<file path="config.mk">
export PLATFORM = sky130hd
export DESIGN_NAME = oam_dma
export DESIGN_NICKNAME = d
export VERILOG_FILES = /design/src/rtl/oam_dma.sv
export SDC_FILE = /design/constraint.sdc
export NUM_CORES = 1
export LEC_CHECK = 0
export CAP_MARGIN = 10
export CORE_UTILIZATION = 30
export DETAILED_ROUTE_END_ITERATION = 10
export PLACE_DENSITY = 0.66
export SETUP_SLACK_MARGIN = 0.4
export SLEW_MARGIN = 10
export SYNTH_ARGS = -nofsm -noshare
export SYNTH_HDL_FRONTEND = slang
export SYNTH_SLANG_ARGS = --single-unit
</file>
<file path="constraint.sdc">
create_clock -name clk -period 3.6 [get_ports clk]
set_input_delay 0.54 -clock clk [delete_from_list [all_inputs] [get_ports clk]]
set_output_delay 0.54 -clock clk [all_outputs]
set_load 0.01 [all_outputs]
</file>
<file path="src/rtl/oam_dma.sv">
// OAM DMA engine and CPU/DMA arbiter for the shared memory bus.
// Owns FF46, routes FF80-FFFF to high RAM and drives the OAM write port.
module oam_dma #(
  parameter int unsigned DMA_LEN   = 160,
  parameter int unsigned START_DLY = 4
) (
  input  logic        clk,
  input  logic        rst,
  input  logic [15:0] cpu_a,
  input  logic [7:0]  cpu_dout,
  output logic [7:0]  cpu_din,
  input  logic        cpu_rd,
  input  logic        cpu_wr,
  output logic [15:0] bus_a,
  output logic [7:0]  bus_dout,
  input  logic [7:0]  bus_din,
  output logic        bus_rd,
  output logic        bus_wr,
  output logic [6:0]  hram_a,
  output logic [7:0]  hram_din,
  input  logic [7:0]  hram_dout,
  output logic        hram_rd,
  output logic        hram_wr,
  output logic [7:0]  oam_a,
  output logic [7:0]  oam_dout,
  output logic        oam_wr,
  output logic        dma_active
);

  typedef enum logic [1:0] {IDLE, START, XFER} state_t;

  state_t      state_q, state_d;
  logic [7:0]  dma_reg_q, dma_reg_d;
  logic [7:0]  idx_q, idx_d;
  logic [1:0]  sub_q, sub_d;
  logic [2:0]  dly_q, dly_d;
  logic        restart_q, restart_d;
  logic        dma_active_q, dma_active_d;

  logic        hram_hit, ff46_hit, bus_hit, ff46_wr, xfer;
  logic [7:0]  src_hi;

  // Address decode; echo RAM (E0-FF) folds down onto C0-DF.
  always_comb begin
    hram_hit = (cpu_a[15:7] == 9'h1FF);
    ff46_hit = (cpu_a == 16'hFF46);
    bus_hit  = !hram_hit && !ff46_hit;
    ff46_wr  = cpu_wr && ff46_hit;
    xfer     = (state_q == XFER);
    src_hi   = (dma_reg_q < 8'hE0) ? dma_reg_q : (dma_reg_q & 8'hDF);
  end

  always_ff @(posedge clk or posedge rst) begin
    if (rst) begin
      state_q      <= IDLE;
      dma_reg_q    <= 8'hFF;
      idx_q        <= 8'h00;
      sub_q        <= 2'd0;
      dly_q        <= 3'd0;
      restart_q    <= 1'b0;
      dma_active_q <= 1'b0;
    end else begin
      state_q      <= state_d;
      dma_reg_q    <= dma_reg_d;
      idx_q        <= idx_d;
      sub_q        <= sub_d;
      dly_q        <= dly_d;
      restart_q    <= restart_d;
      dma_active_q <= dma_active_d;
    end
  end

  always_comb begin
    state_d   = state_q;
    dma_reg_d = dma_reg_q;
    idx_d     = idx_q;
    sub_d     = sub_q;
    dly_d     = dly_q;
    restart_d = restart_q;

    case (state_q)
      START: begin
        if (dly_q == 3'(START_DLY - 1)) begin
          state_d = XFER;
          sub_d   = 2'd0;
          dly_d   = 3'd0;
        end else begin
          dly_d = dly_q + 3'd1;
        end
      end
      XFER: begin
        sub_d = sub_q + 2'd1;
        if (sub_q == 2'd3) begin
          if (idx_q == 8'(DMA_LEN - 1)) begin
            state_d   = IDLE;
            restart_d = 1'b0;
          end else begin
            idx_d = idx_q + 8'd1;
          end
        end
      end
      default: ;
    endcase

    // An FF46 write always (re)starts; it beats the final-byte edge.
    if (ff46_wr) begin
      dma_reg_d = cpu_dout;
      idx_d     = 8'h00;
      sub_d     = 2'd0;
      dly_d     = 3'd0;
      state_d   = START;
      restart_d = (state_q != IDLE);
    end

    dma_active_d = (state_d == XFER) || ((state_d == START) && restart_d);
  end

  always_comb begin
    dma_active = dma_active_q;
    oam_wr     = xfer && (sub_q == 2'd3);
    oam_a      = idx_q;
    oam_dout   = bus_din;
    bus_a      = xfer ? {src_hi, idx_q} : cpu_a;
    bus_dout   = cpu_dout;
    bus_rd     = xfer || (cpu_rd && bus_hit && !dma_active_q);
    bus_wr     = !xfer && cpu_wr && bus_hit && !dma_active_q;
    hram_a     = cpu_a[6:0];
    hram_din   = cpu_dout;
    hram_rd    = cpu_rd && hram_hit;
    hram_wr    = cpu_wr && hram_hit;
    if (hram_hit)          cpu_din = hram_dout;
    else if (ff46_hit)     cpu_din = dma_reg_q;
    else if (dma_active_q) cpu_din = 8'hFF;
    else                   cpu_din = bus_din;
  end

endmodule

</file>
==> results.yml, run 1 <==
layout:
  fraction_of_layout_cells_with_a_size_suffix_above_1: 0.111
  layout.cells.most_common: "clkdlybuf4s50_1"
  num-nets-final: 365
  num_antenna_cells: 0
  fin_cells: 389
  area.growth.synth_to_final_pct: 54.5
  most-common-layout-cells: "clkdlybuf4s50_1, nand2_1, nor2_1, dfrtp_1, mux2_2"
  fill_cells: 585
  post-route-util: 0.489
worst_setup_path:
  critPathRequiredTime_ns: 3.06
  max_stage_delay_ns: 0.59
  rr_endpoint: "oam_a[4]$_DFFE_PP0P_"
  critical_path.max_fanout: 18
  critical_path.reg2reg.startpoint: "oam_a[0]$_DFFE_PP0P_"
  chain_of_cells_forming_the_critical_path: "clkdlybuf4s50_1, or4b_1, nor4_4, buf_6, a21oi_1, o21ai_0, clkdlybuf4s50_1"
  critical-path-top-cell-by-count: "clkdlybuf4s50_1"
  r2r_slack_ns: 1.74
  nature_of_the_critical_path_startpoint: "primary input"
  setup.worst_path.class: "primary input to output port"
  worstSetupEndpointType: "output port"
  crit_path_max_delay_family: "buffers and inverters"
  worst-endpoint-arrival_ns: 2.73
  cp_slowest_cell: "or4b_1"
  cp_num_buf_inv: 3
  reg2regPathDepth: 6
route:
  wirelength_met1_um: 2240
  drt-pass1-iter-count: 4
  num_vias: 1807
  final_wirelength_um: 5170
  routed_wire_length_per_instance_um: 13.3
  routed.top_layer: "met4"
  drc_errors: 0
  postRouteAntennaNets: 0
  initialDrtViolationCount: 54
  avgViaCountPerCell: 4.65
  wl_met3_um: 402
  met2WireLength_um: 2480
logic_synthesis:
  syn_area_per_cell_um2: 8.22
  synthesis.yosys.warnings: 0
  netlist.top_cell.by_area: "dfrtp_1"
  syn-instance-count: 232
  netlist_cell_types: 37
  yosys.area.top_type_share: 0.223
  seq_area_frac_synth: 0.333
  ys_ff_latch: 25
  synth.top_cells.by_area: "dfrtp_1, buf_4, dfstp_2"
  ffs_w_async_s_r_synth: 1.00
  synth-edff-count: 0
  synthesis.area_um2: 1910
  post_synthesis_net_count: 282
  yosys_most_used_dff: "dfrtp_1"
global_route:
  grt_antenna_before_repair: 0
  grt_max_degree: 26
  first_global_vias: 1663
  grt_pass1_wl_um: 8070
  globalRouteTotalUtil: 0.156
  grt.overflow.total: 0
die:
  die_x_um: 81.7
  design.die.area_um2: 6680
  std_cell_rows: 28
  start_util: 0.316
  die_y_um: 81.7
  top_level_ports: 113
  core_area_um2: 6030
min_path:
  worst_hold_path_type: "flip-flop to flip-flop"
  worst_hold_startpoint: "dma_reg_q[1]$_DFFE_PP1N_"
  hold-path-cell-count: 2
  hold_path_sink: "dma_reg_q[1]$_DFFE_PP1N_"
clock_tree:
  clock_tree.root_cell: "clkbuf_8"
  cts_htree_levels: 1
  clock_path_buffers: 2
  cts_tree: "built"
  cts_sinks: 25
  postCtsHoldBufs: 0
  clk_pin_slew_ns: 0.08
  tritoncts.num_buffers: 3
  clk-insertion-delay-late_ns: 0.27
timing:
  max-slew-margin-rel: 0.402
  maxClockFrequency_ghz: 0.306
  setup_tns_ns: 0
  finalSetupViolCount: 0
  timing_max_transition_violations_final: 0
  worst_clock_skew_ns: 0.00150
  period_needed_ns: 3.27
  timing.final.hold_violations: 0
  final.period_utilization: 0.907
  unrepaired_setup_endpoints_after_global_routing: "true"
  max_slew.worst_pin.slew_ns: 0.896
pwr:
  comb_power_share: 0.583
  ir_worst_vdd_v: 0.000214
  power.leakage_nw: 1.21
  power_per_cell_area_nw_per_um2: 506
  p_sw_uw: 556
  p_sw_frac: 0.373
  power.internal_uw: 935
  clock_power_share: 0.110
  power.sequential.fraction: 0.307
placed_design:
  port_buffers: 112
  hpwl_after_detailed_placement_um: 4140
  gp_routability_congestion: 0.778
  place.detailed.instances: 384
job:
  cap_violations: 0
status:
  run_status: "complete, no violations"
-- worst min-delay path: cells and delay by family (launching register included) --
| family | cells | cell delay, ns |
|---|---|---|
| and+or+nand+nor | 2 | 0.10 |
| DFF | 1 | 0.39 |
-- synth_stat cells (5+ instances only) --
cell type,number
a21oi_1,9
and2_1,5
buf_4,32
dfrtp_1,17
dfstp_2,8
ha_1,6
inv_1,7
mux2_2,15
nand2_1,43
nand3_1,6
nor2_1,28
o21ai_0,13
xor2_1,5
-- metal layers --
layer / global-route usage / vias up
li1: - / 911
met1: 0.199 / 830
met2: 0.276 / 61
met3: 0.0211 / 5
met4: 0.0368 / 0
met5: 0 / -
-- cell families after synthesis --
kind of cell             share of synthesized area
AO/OA/AOI/OAI                               0.0971
AND/OR/NAND/NOR                              0.243
XOR/XNOR                                    0.0322
multiplexers                                0.0991
flip-flops                                   0.333
buffers and inverters                        0.156
adder cells (fa/ha/maj)                     0.0394
-- flip-flops by register name (all words and copies together), names as in the netlist --
register	cells
dma_active	1
state_q	2
restart_q	1
dma_reg_q	8
oam_a	8
sub_q	2
dly_q	3
-- worst max-delay path by stage --
stage | startpoint | end | slack [ns] | cells past startpoint
global route | cpu_a[0] | cpu_din[7] | 0.22 | 7
floorplan | cpu_a[0] | cpu_din[0] | 1.03 | 5
detailed placement | cpu_a[0] | cpu_din[4] | 0.28 | 7
global placement | cpu_a[0] | cpu_din[6] | 0.32 | 7
CTS | cpu_a[0] | cpu_din[0] | 0.32 | 7
finish | cpu_a[0] | cpu_din[4] | 0.33 | 7
-- power by group through the flow --
stage / clock [mW] / combinational, mW / sequential [mW]
2_1_floorplan: 0 / 0.469 / 0.445
3_3_place_gp: 0 / 0.863 / 0.461
3_5_place_dp: 0 / 0.874 / 0.463
4_1_cts: 0.172 / 0.880 / 0.458
5_1_grt: 0.182 / 0.956 / 0.473
6_report: 0.164 / 0.869 / 0.458
-- final cells by class --
| type | count | area (um^2) | area share |
|---|---|---|---|
| clock inverters | 1 | 5.00 | 0.00170 |
| well taps | 75 | 93.8 | 0.0318 |
| repair buffers | 117 | 1160 | 0.395 |
| clock buffers | 3 | 41.3 | 0.0140 |
| inverters | 7 | 26.3 | 0.00892 |
| flip-flops and latches | 25 | 636 | 0.216 |
| multi-input cells | 161 | 980 | 0.332 |
-- metrics by stage --
stage | power (mW) | setup slack (ns) | instance area (um^2) | hold slack, ns
after floorplan | 0.913 | 1.03 | 1910 | 0.445
after global placement | 1.32 | 0.317 | 2890 | 0.467
after detailed placement | 1.34 | 0.277 | 2890 | 0.471
after CTS | 1.51 | 0.321 | 2940 | 0.486
after global routing | 1.61 | 0.221 | 2950 | 0.498
final | 1.49 | 0.333 | 2950 | 0.483
-- what timing repair did --
action / in CTS / in global routing
setup buffers: 1 / 0
setup endpoints to repair: 10 / 10
resized for setup: 1 / 1
Note: power is estimated with default switching activity, not from simulation.
==> inputs of run 2 (changes only) <==
--- a/config.mk
+++ b/config.mk
@@ -5,7 +5,7 @@
 export SDC_FILE = /design/constraint.sdc
 export NUM_CORES = 1
 export LEC_CHECK = 0
-export CAP_MARGIN = 10
+export CAP_MARGIN = 20
 export CORE_UTILIZATION = 30
 export DETAILED_ROUTE_END_ITERATION = 10
 export PLACE_DENSITY = 0.66
==> results of run 2 <==
The final DEF is identical to that of run 1; final timing and power are the same.
